==> src/rtl/reorder_buffer_pkg.sv <==
// Shared reorder-buffer constants: tag sizing and instruction type codes used by the
// dispatcher, reservation stations, load/store buffer and the ROB itself.
package reorder_buffer_pkg;

    localparam int ROB_TAG_W = 4;
    localparam int ROB_DEPTH = 1 << ROB_TAG_W;

    typedef enum logic [2:0] {
        ROB_ALU    = 3'd0,
        ROB_LOAD   = 3'd1,
        ROB_STORE  = 3'd2,
        ROB_BRANCH = 3'd3,
        ROB_JUMP   = 3'd4
    } rob_type_e;

    // Types that produce an architectural register result (JUMP writes its link address).
    function automatic logic writes_rd(input logic [2:0] t);
        return (t == ROB_ALU) || (t == ROB_LOAD) || (t == ROB_JUMP);
    endfunction

endpackage

==> src/rtl/reorder_buffer.sv <==
// In-order retirement queue: allocates tags at dispatch, captures out-of-order results,
// broadcasts ready values for operand capture and retires one instruction per cycle.
module reorder_buffer
    import reorder_buffer_pkg::*;
#(
    parameter int TAG_W = ROB_TAG_W,
    parameter int XLEN  = 32
) (
    input  logic                        clk,
    input  logic                        rst,
    input  logic                        issue_valid,
    output logic                        issue_ready,
    input  logic [2:0]                  issue_type,
    input  logic [4:0]                  issue_rd,
    output logic [TAG_W-1:0]            alloc_tag,
    input  logic                        rs_wb_valid,
    input  logic [TAG_W-1:0]            rs_wb_tag,
    input  logic [XLEN-1:0]             rs_wb_value,
    input  logic                        rs_wb_mispredict,
    input  logic [XLEN-1:0]             rs_wb_target,
    input  logic                        lsb_wb_valid,
    input  logic [TAG_W-1:0]            lsb_wb_tag,
    input  logic [XLEN-1:0]             lsb_wb_value,
    output logic [(1<<TAG_W)-1:0]       rob_valid,
    output logic [(1<<TAG_W)*XLEN-1:0]  rob_value,
    output logic                        commit_valid,
    output logic                        commit_we,
    output logic [4:0]                  commit_rd,
    output logic [XLEN-1:0]             commit_value,
    output logic [TAG_W-1:0]            commit_tag,
    output logic                        store_commit,
    output logic [TAG_W-1:0]            store_commit_tag,
    output logic                        flush,
    output logic [XLEN-1:0]             flush_pc,
    output logic                        empty,
    output logic                        full
);

    localparam int DEPTH = 1 << TAG_W;

    logic [TAG_W-1:0] head, tail;
    logic [TAG_W:0]   count, count_next;

    logic [DEPTH-1:0] busy, ready, mispred;
    logic [2:0]       etype   [DEPTH];
    logic [4:0]       erd     [DEPTH];
    logic [XLEN-1:0]  evalue  [DEPTH];
    logic [XLEN-1:0]  etarget [DEPTH];

    logic head_commit, flush_pending, issue_fire, lsb_take;

    assign empty         = (count == '0);
    assign full          = (count == (TAG_W+1)'(DEPTH));
    assign head_commit   = busy[head] & ready[head];
    assign flush_pending = head_commit & mispred[head];
    assign issue_ready   = !full && !flush && !flush_pending;
    assign issue_fire    = issue_valid && issue_ready;
    assign alloc_tag     = tail;
    assign lsb_take      = lsb_wb_valid && busy[lsb_wb_tag]
                           && !(rs_wb_valid && rs_wb_tag == lsb_wb_tag);

    always_comb begin
        count_next = count;
        if (issue_fire && !head_commit)
            count_next = count + 1'b1;
        else if (!issue_fire && head_commit)
            count_next = count - 1'b1;
    end

    // Later assignments win: issue overrides nothing live, commit frees head, and a
    // mispredict flush overrides every writeback and allocation of the same edge.
    always_ff @(posedge clk) begin
        if (rst) begin
            head             <= '0;
            tail             <= '0;
            count            <= '0;
            busy             <= '0;
            ready            <= '0;
            mispred          <= '0;
            commit_valid     <= 1'b0;
            commit_we        <= 1'b0;
            commit_rd        <= '0;
            commit_value     <= '0;
            commit_tag       <= '0;
            store_commit     <= 1'b0;
            store_commit_tag <= '0;
            flush            <= 1'b0;
            flush_pc         <= '0;
        end else begin
            commit_valid <= 1'b0;
            commit_we    <= 1'b0;
            store_commit <= 1'b0;
            flush        <= 1'b0;
            count        <= count_next;

            if (rs_wb_valid && busy[rs_wb_tag]) begin
                ready[rs_wb_tag]   <= 1'b1;
                evalue[rs_wb_tag]  <= rs_wb_value;
                mispred[rs_wb_tag] <= rs_wb_mispredict;
                etarget[rs_wb_tag] <= rs_wb_target;
            end
            if (lsb_take) begin
                ready[lsb_wb_tag]   <= 1'b1;
                evalue[lsb_wb_tag]  <= lsb_wb_value;
                mispred[lsb_wb_tag] <= 1'b0;
            end

            if (issue_fire) begin
                busy[tail]    <= 1'b1;
                ready[tail]   <= 1'b0;
                mispred[tail] <= 1'b0;
                etype[tail]   <= issue_type;
                erd[tail]     <= issue_rd;
                tail          <= tail + 1'b1;
            end

            if (head_commit) begin
                commit_valid <= 1'b1;
                commit_tag   <= head;
                commit_rd    <= erd[head];
                commit_value <= evalue[head];
                commit_we    <= writes_rd(etype[head]) && (erd[head] != 5'd0);
                if (etype[head] == ROB_STORE) begin
                    store_commit     <= 1'b1;
                    store_commit_tag <= head;
                end
                busy[head]  <= 1'b0;
                ready[head] <= 1'b0;
                head        <= head + 1'b1;
                if (mispred[head]) begin
                    flush    <= 1'b1;
                    flush_pc <= etarget[head];
                    busy     <= '0;
                    ready    <= '0;
                    head     <= '0;
                    tail     <= '0;
                    count    <= '0;
                end
            end
        end
    end

    for (genvar i = 0; i < DEPTH; i++) begin : g_bcast
        assign rob_valid[i]              = busy[i] & ready[i];
        assign rob_value[XLEN*i +: XLEN] = evalue[i];
    end

endmodule
==> config.mk <==
export PLATFORM = sky130hd
export DESIGN_NAME = reorder_buffer
export DESIGN_NICKNAME = d
export VERILOG_FILES = /design/src/rtl/reorder_buffer_pkg.sv /design/src/rtl/reorder_buffer.sv
export SDC_FILE = /design/constraint.sdc
export NUM_CORES = 2
export LEC_CHECK = 0
export BUFFER_PORTS_ARGS = -buffer_cell sky130_fd_sc_hd__buf_2
export CORE_ASPECT_RATIO = 0.9
export CORE_MARGIN = 2
export CORE_UTILIZATION = 35
export CTS_CLUSTER_DIAMETER = 60
export DETAILED_ROUTE_END_ITERATION = 7
export SLEW_MARGIN = 0
export SYNTH_ARGS = -nofsm -noshare
export SYNTH_HDL_FRONTEND = slang
export SYNTH_SLANG_ARGS = --single-unit
==> constraint.sdc <==
create_clock -name clk -period 13.95 [get_ports clk]
set_input_delay 0.6975 -clock clk [delete_from_list [all_inputs] [get_ports clk]]
set_output_delay 0.6975 -clock clk [all_outputs]
set_load 0.1 [all_outputs]
# Yosys cells after proc, flatten, opt, wreduce, memory -nomap -nowiden

Memories as Yosys holds them, arrays and structs flattened. A register that Yosys moved wholly into a read port is not among the register bits.
Index checks and enable logic that the tools add are counted.

Bits in registers: 78
Bits in writable memories: 1152
Memories kept: 4

$add $sub $neg: 4
Order comparisons: 8
Equality and inequality tests: 5
Mux-type cells: 60
Bitwise gates (word level): 30
Reductions and logical operators: 28

Memories:

| memory  | depth | width | read ports | clocked after Yosys merged registers in | write ports | RTL line             | source |
|---|---|---|---|---|---|---|---|
| etarget | 16    | 32    | 1          | 1                                       | 1           | reorder_buffer.sv:48 | `logic [XLEN-1:0] etarget [DEPTH];` |
| evalue  | 16    | 32    | 17         | 1                                       | 2           | reorder_buffer.sv:47 | `logic [XLEN-1:0] evalue [DEPTH];` |
| erd     | 16    | 5     | 1          | 1                                       | 1           | reorder_buffer.sv:46 | `logic [4:0] erd [DEPTH];` |
| etype   | 16    | 3     | 1          | 1                                       | 1           | reorder_buffer.sv:45 | `logic [2:0] etype [DEPTH];` |

Operator list:

| kind                                                                          | number |
|---|---|
| 16-bit 2-to-1 mux                                                             | 17 |
| 16-bit AND                                                                    | 5 |
| 16-bit inverter                                                               | 3 |
| 16-bit OR                                                                     | 3 |
| 4-bit 2-to-1 mux                                                              | 8 |
| 1-bit 2-to-1 mux                                                              | 21 |
| 1-bit binary-select mux with 4-bit select                                     | 5 |
| 4-bit by 5-bit less-than comparator with 1-bit output (second input constant) | 4 |
| 5-bit 2-to-1 mux                                                              | 4 |
| 1-bit AND                                                                     | 18 |
| 16-bit bitwise mux                                                            | 1 |
| 1-bit demux with 4-bit select                                                 | 4 |
| 4-bit by 1-bit >= comparator with 1-bit output (second input constant)        | 4 |
| 1-bit logical AND                                                             | 14 |
| 4-bit by 1-bit adder with 4-bit output (second input constant)                | 2 |
| 1-bit logical NOT                                                             | 6 |
| 5-bit by 1-bit adder with 5-bit output (second input constant)                | 1 |
| 5-bit == test (second input constant)                                         | 1 |
| 5-bit logical NOT                                                             | 1 |
| 5-bit nonzero test                                                            | 1 |
| 5-bit by 1-bit subtractor with 5-bit output (second input constant)           | 1 |
| 4-bit == test                                                                 | 1 |
| 2-bit AND reduction                                                           | 2 |
| 3-bit by 1-bit == test with 1-bit output (second input constant)              | 1 |
| other kinds (6)                                                               | 7 |

# Depth between registers and ports, before layout

Depth in word-level cells: 16
Depth in mapped cells: 10

# Worst setup path after synthesis

OpenSTA, ideal clock, no wires.

Kind: register to output
From: register ready[6]
To: output port issue_ready
Arrival: 4.419 ns
Required time: 13.252 ns
Slack: 8.834 ns
Cell stages (with the launch flop): 7
Path through: dfxtp_1 > and2_1 > mux4_2 > a22oi_1 > o22ai_2 > clkbuf_1 > nor3_1

Longest elaborated chain between the ends: 6

Ends and longest elaborated chain:

| element                                   | RTL line              | source |
|---|---|---|
| start, declared                           | reorder_buffer.sv:44  | `logic [DEPTH-1:0] busy, ready, mispred;` |
| start signal, assigned                    | reorder_buffer.sv:78  | `ready <= '0;` |
| start signal, assigned by index           | reorder_buffer.sv:97  | `ready[rs_wb_tag] <= 1'b1;` |
| start signal, assigned by index           | reorder_buffer.sv:103 | `ready[lsb_wb_tag] <= 1'b1;` |
| 1-bit binary-select mux with 4-bit select | reorder_buffer.sv:54  | `assign head_commit = busy[head] & ready[head];` |
| 1-bit 2-to-1 mux (not written as such)    | reorder_buffer.sv:54  |  |
| 1-bit AND                                 | reorder_buffer.sv:54  |  |
| 1-bit AND                                 | reorder_buffer.sv:55  | `assign flush_pending = head_commit & mispred[head];` |
| 1-bit logical NOT                         | reorder_buffer.sv:56  | `assign issue_ready = !full && !flush && !flush_pending;` |
| 1-bit logical AND                         | reorder_buffer.sv:56  |  |
| end, declared                             | reorder_buffer.sv:12  | `output logic issue_ready,` |

No other way between the ends. The select of a mux whose other input is x is not followed.

# Final worst setup path

From: register head[2]
To: output port issue_ready

Longest elaborated chain between the ends: 6
Elaborated cells on any way between the ends: 10
Classes of those cells: 6 x mux; 2 x bitwise; 2 x reduce/logical

Ends and longest elaborated chain:

| element                                   | RTL line              | source |
|---|---|---|
| start, declared                           | reorder_buffer.sv:41  | `logic [TAG_W-1:0] head, tail;` |
| start signal, assigned                    | reorder_buffer.sv:129 | `head <= head + 1'b1;` |
| 1-bit binary-select mux with 4-bit select | reorder_buffer.sv:54  |  |
| 1-bit 2-to-1 mux (not written as such)    | reorder_buffer.sv:54  |  |
| 1-bit AND                                 | reorder_buffer.sv:54  |  |
| 1-bit AND *                               | reorder_buffer.sv:55  |  |
| 1-bit logical NOT *                       | reorder_buffer.sv:56  |  |
| 1-bit logical AND *                       | reorder_buffer.sv:56  |  |

Every way passes the cells marked *; elsewhere a longest branch is shown, timed or not. The select of a mux whose other input is x is not followed.

==> results.rst <==
.. list-table::
   :header-rows: 1

   * - Metric
     - Value
   * - Run status
     - complete, no violations
   * - Sort of element at the end of the critical path
     - primary output
   * - Top cell family by delay on the critical path
     - buffers and inverters
   * - Starting utilization of the core area
     - 0.352
   * - Die boundary height
     - between 300 and 400 µm
   * - Number of maximum-capacitance violations
     - 0
   * - Power after layout
     - approximately 8.5 mW
   * - Number of buffers between clock root and the deepest sink
     - 3
   * - Final Instance Count excl. Fillers
     - 6,097
   * - Critical path type
     - flop to primary output
   * - DR vias
     - roughly 35,000
   * - Worst-path cell chain
     - buf_4, mux4_2, mux2i_1, o22ai_4, nor3_1, buf_2
   * - Cell type of the slowest stage on the worst timing path
     - sky130_fd_sc_hd__dfxtp_4
   * - Summed instance area of the synthesized netlist
     - approximately 57,000 µm²
   * - Number of instances in the synthesized netlist
     - around 3,100
   * - Worst Setup Slack post-DPL
     - roughly 9.2 ns
   * - Count of unique library cells instantiated by Yosys
     - 55
   * - Worst Reg2Reg Path Length in Cells
     - 6
   * - Highest ir drop seen on vdd
     - ~0.11 mV
   * - Placed instance area
     - around 63,000 µm²
   * - Post-route minimum period
     - 5.35 ns
   * - Startpoint of the worst-slack reg-to-reg timing path
     - head[2]$_SDFFE_PP0N_
   * - Final net count
     - between 3,000 and 4,000
   * - Sort of element at the start of the critical path
     - flop
   * - Yosys warning total
     - 0
   * - Standard cell core area
     - roughly 160,000 µm²
   * - Startpoint of the worst setup timing path
     - head[2]$_SDFFE_PP0N_
   * - Routed length per instance
     - roughly 35 µm
   * - I/O pins
     - about 730
   * - Destination of the worst hold path
     - etarget[1][0]$_DFFE_PP_
   * - First-pass detailed-route iteration total
     - 6
   * - Post-CTS Setup Inserts
     - 0
   * - Final setup violation count
     - 0
   * - Die area
     - 166,000 µm²
   * - Worst-path maximum fanout
     - 45
   * - Hold_sp
     - rs_wb_target[0]
   * - Filler Cell Count
     - ~14,000
   * - Power Dens Cells
     - around 130 nW/µm²
   * - Port Buffers
     - ~730
   * - Clock slew at the register clock pins of the worst setup and hold paths
     - about 0.060 ns
   * - Count of final max-slew check failures
     - 0
   * - FFs w/ async S/R, synth
     - 0
   * - Via-to-Cell Ratio
     - about 5.7
   * - Wire length of the first global-routing pass
     - 288,000 µm
   * - Final worst path period share
     - 0.383
   * - Largest net degree at the start of global routing
     - 108
   * - Die extent in x
     - roughly 430 µm
   * - RePlAce Congestion
     - 0.884
   * - Number of global-route vias before repair
     - approximately 34,000
   * - Count of flip-flops with a built-in enable after synthesis
     - ~1,200
   * - Cells resized by post-CTS repair
     - 0
   * - Depth of the CTS H-tree
     - 4
   * - Commonest register cell after synthesis
     - sky130_fd_sc_hd__edfxtp_1
   * - Root buffer selected by CTS
     - sky130_fd_sc_hd__clkbuf_16
   * - Clock sink count
     - ~1,300
   * - Detailed-route DRC error count
     - 0
   * - Setup repair after global routing missed its margin
     - no
   * - Leakage power
     - around 23 nW
   * - Total clock buffers created by CTS
     - around 150
   * - Hold Path Depth
     - 1
   * - Synthesized Nets
     - 3,256
   * - Fraction of final layout cells sized beyond drive strength 1
     - 0.489
   * - Iteration-0 DRC count of the detailed router
     - ~4,000
   * - Buffers plus inverters on the worst setup path
     - 2
   * - Worst-Margin Slew
     - about 1.3 ns
   * - Worst hold path type
     - input pin to flop
   * - Fin area
     - 68,100 µm²
   * - Stage delay of the slowest cell on the critical path
     - approximately 1.0 ns
   * - CTS tree
     - yes
   * - Count of hold buffers inserted by post-cts repair
     - 0
   * - Highest clock rate
     - about 190 MHz
   * - Setup slack after layout
     - 8.60 ns
   * - Overall routed net length
     - roughly 210,000 µm
   * - Source-to-sink clock delay at the later pin of the worst-skew pair
     - approximately 0.8 ns
   * - Post-Place Cells
     - between 5,000 and 6,000
   * - Number of antenna violations at the first check in global routing
     - 26
   * - Register-to-register setup slack
     - just over 9 ns
   * - Number of rows created at floorplan
     - between 100 and 150
   * - Worst endpoint data arrival time
     - ~4.7 ns
   * - Synthesized area divided by synthesized cell count
     - around 18 µm²
   * - Number of nets with antenna violations after detailed routing
     - 0
   * - Overflow left after global routing
     - 0
   * - Number of hold-slack violations in the final timing report
     - 0
   * - Reg-to-reg critical path endpoint
     - erd[2][3]$_DFFE_PP_
   * - Worst-case clock skew
     - around 0.031 ns
   * - Placed wire-length estimate after detailed placement
     - approximately 130,000 µm
   * - Global-route usage over all layers
     - 0.249
   * - Total negative slack for setup checks
     - 0 ns
   * - Worst max-slew margin expressed relative to the limit
     - 0.123
   * - CP required
     - between 10 and 15 ns
   * - Sequential fraction of the synthesis area
     - 0.659
   * - Flip-flop and latch count after synthesis
     - around 1,300
   * - Area added between synthesis and finish
     - 19.6%
how the worst max path moves through the flow:
| stage | end | slack [ns] | cells past startpoint |
|---|---|---|---|
| 3_5_place_dp | erd[2][4]$_DFFE_PP_ | 9.23 | 6 |
| 6_report | issue_ready | 8.60 | 6 |
| 4_1_cts | issue_ready | 8.56 | 6 |
| 5_1_grt | issue_ready | 8.45 | 6 |
| 2_1_floorplan | issue_ready | 8.83 | 6 |
| 3_3_place_gp | erd[2][1]$_DFFE_PP_ | 9.38 | 6 |
state kept, by name, indices dropped and copies added (netlist names), 4 cells and up, named ones only:
| name | flops |
|---|---|
| head | 4 |
| commit_value | 32 |
| commit_tag | 4 |
| etype | 48 |
| erd | 80 |
| etarget | 512 |
| flush_pc | 32 |
| busy | 16 |
| evalue | 512 |
| mispred | 16 |
| count | 5 |
| ready | 16 |
| store_commit_tag | 4 |
| alloc_tag | 4 |
| commit_rd | 5 |
synth_stat cells, types with 8 or more instances:
library cell / n / area (µm²)
sky130_fd_sc_hd__edfxtp_1: 1152 / 34600
sky130_fd_sc_hd__mux2_2: 405 / 4560
sky130_fd_sc_hd__mux4_2: 375 / 8450
sky130_fd_sc_hd__nand2_1: 186 / 698
sky130_fd_sc_hd__clkbuf_1: 158 / 593
sky130_fd_sc_hd__dfxtp_1: 146 / 2920
sky130_fd_sc_hd__nor2_1: 98 / 368
sky130_fd_sc_hd__a21oi_1: 93 / 465
sky130_fd_sc_hd__mux2_4: 58 / 871
sky130_fd_sc_hd__mux2_1: 54 / 608
sky130_fd_sc_hd__buf_2: 43 / 215
sky130_fd_sc_hd__nor3_1: 43 / 215
sky130_fd_sc_hd__mux2i_1: 31 / 310
sky130_fd_sc_hd__buf_1: 30 / 113
sky130_fd_sc_hd__and2_1: 20 / 125
sky130_fd_sc_hd__buf_6: 19 / 214
sky130_fd_sc_hd__nor3b_1: 19 / 143
sky130_fd_sc_hd__nand3_1: 18 / 90.1
sky130_fd_sc_hd__o21a_1: 17 / 128
sky130_fd_sc_hd__or3_1: 15 / 93.8
sky130_fd_sc_hd__o21ai_0: 13 / 65.1
sky130_fd_sc_hd__ha_1: 11 / 138
sky130_fd_sc_hd__inv_1: 11 / 41.3
sky130_fd_sc_hd__nor4_1: 10 / 62.6
sky130_fd_sc_hd__or2_2: 10 / 62.6
sky130_fd_sc_hd__nand2b_1: 9 / 56.3
sky130_fd_sc_hd__nor2b_1: 9 / 56.3
sky130_fd_sc_hd__o22ai_1: 8 / 50.1
per-stage QoR:
step,utilization,hold WS [ns]
5_1_grt,0.421,0.233
3_5_place_dp,0.389,0.443
3_3_place_gp,0.389,0.438
4_1_cts,0.421,0.192
6_report,0.421,0.269
2_1_floorplan,-,0.456
per-layer routing:
layer / global-route usage / routed length, µm
met5: 0 / 63
met1: 0.325 / 82400
met2: 0.400 / 101000
met4: 0.108 / 9980
met3: 0.0553 / 17300
power breakdown:
group	internal (mW)	switching (mW)
combinational	0.0870	0.157
clock	2.38	1.69
sequential	4.23	0.00483
kinds of logic (layout without fill, tap and decap cells):
kind of cell | Yosys count | in the layout | synth area share
xor gates and xnor gates | 10 | 10 | 0.00154
and+or+nand+nor | 458 | 458 | 0.0383
DFF | 1298 | 1298 | 0.659
adders and majority gates | 11 | 11 | 0.00242
AOI/OAI and AO/OA | 162 | 162 | 0.0184
other | 0 | 14 | 0
muxes | 923 | 923 | 0.260
buffers and inverters | 265 | 1091 | 0.0211
area by class of cell:
cell class,count,area [µm²],area share
clock buffers,209,4230,0.0621
diodes,14,35.0,0.000514
well taps,2130,2670,0.0391
inverters,12,45.0,0.000661
flip-flops and latches,1298,37500,0.551
multi-input cells,1564,18500,0.272
clock inverters,75,897,0.0132
repair buffers,795,4170,0.0611
layout by cell type (no fill, tap or decap), types with 17 or more instances in the layout:
cell	Yosys	layout
sky130_fd_sc_hd__nor2_1	98	85
sky130_fd_sc_hd__nor2_4	4	21
sky130_fd_sc_hd__buf_4	2	60
sky130_fd_sc_hd__clkbuf_1	158	38
sky130_fd_sc_hd__buf_2	43	732
sky130_fd_sc_hd__mux2_2	405	405
sky130_fd_sc_hd__mux2i_1	31	31
sky130_fd_sc_hd__and2_1	20	20
sky130_fd_sc_hd__clkbuf_16	0	154
sky130_fd_sc_hd__dfxtp_1	146	141
sky130_fd_sc_hd__clkbuf_8	0	17
sky130_fd_sc_hd__mux4_2	375	375
sky130_fd_sc_hd__o21a_1	17	17
sky130_fd_sc_hd__mux2_1	54	54
sky130_fd_sc_hd__nor3b_1	19	19
sky130_fd_sc_hd__edfxtp_1	1152	1152
sky130_fd_sc_hd__mux2_4	58	58
sky130_fd_sc_hd__nand3_1	18	18
sky130_fd_sc_hd__clkinv_2	0	19
sky130_fd_sc_hd__a21oi_1	93	93
sky130_fd_sc_hd__nand2_1	186	185
sky130_fd_sc_hd__nor3_1	43	39
worst reg2reg max path, stage by stage (launching register included):
cell and delay [ns]:
sky130_fd_sc_hd__dfxtp_4 1.01, sky130_fd_sc_hd__buf_4 0.93, sky130_fd_sc_hd__mux4_2 0.50, sky130_fd_sc_hd__mux2_2 0.32
sky130_fd_sc_hd__a22oi_2 0.28, sky130_fd_sc_hd__nand3_1 0.26, sky130_fd_sc_hd__nor3_1 1.01
No activity file was read; power rests on OpenSTA's default activity.
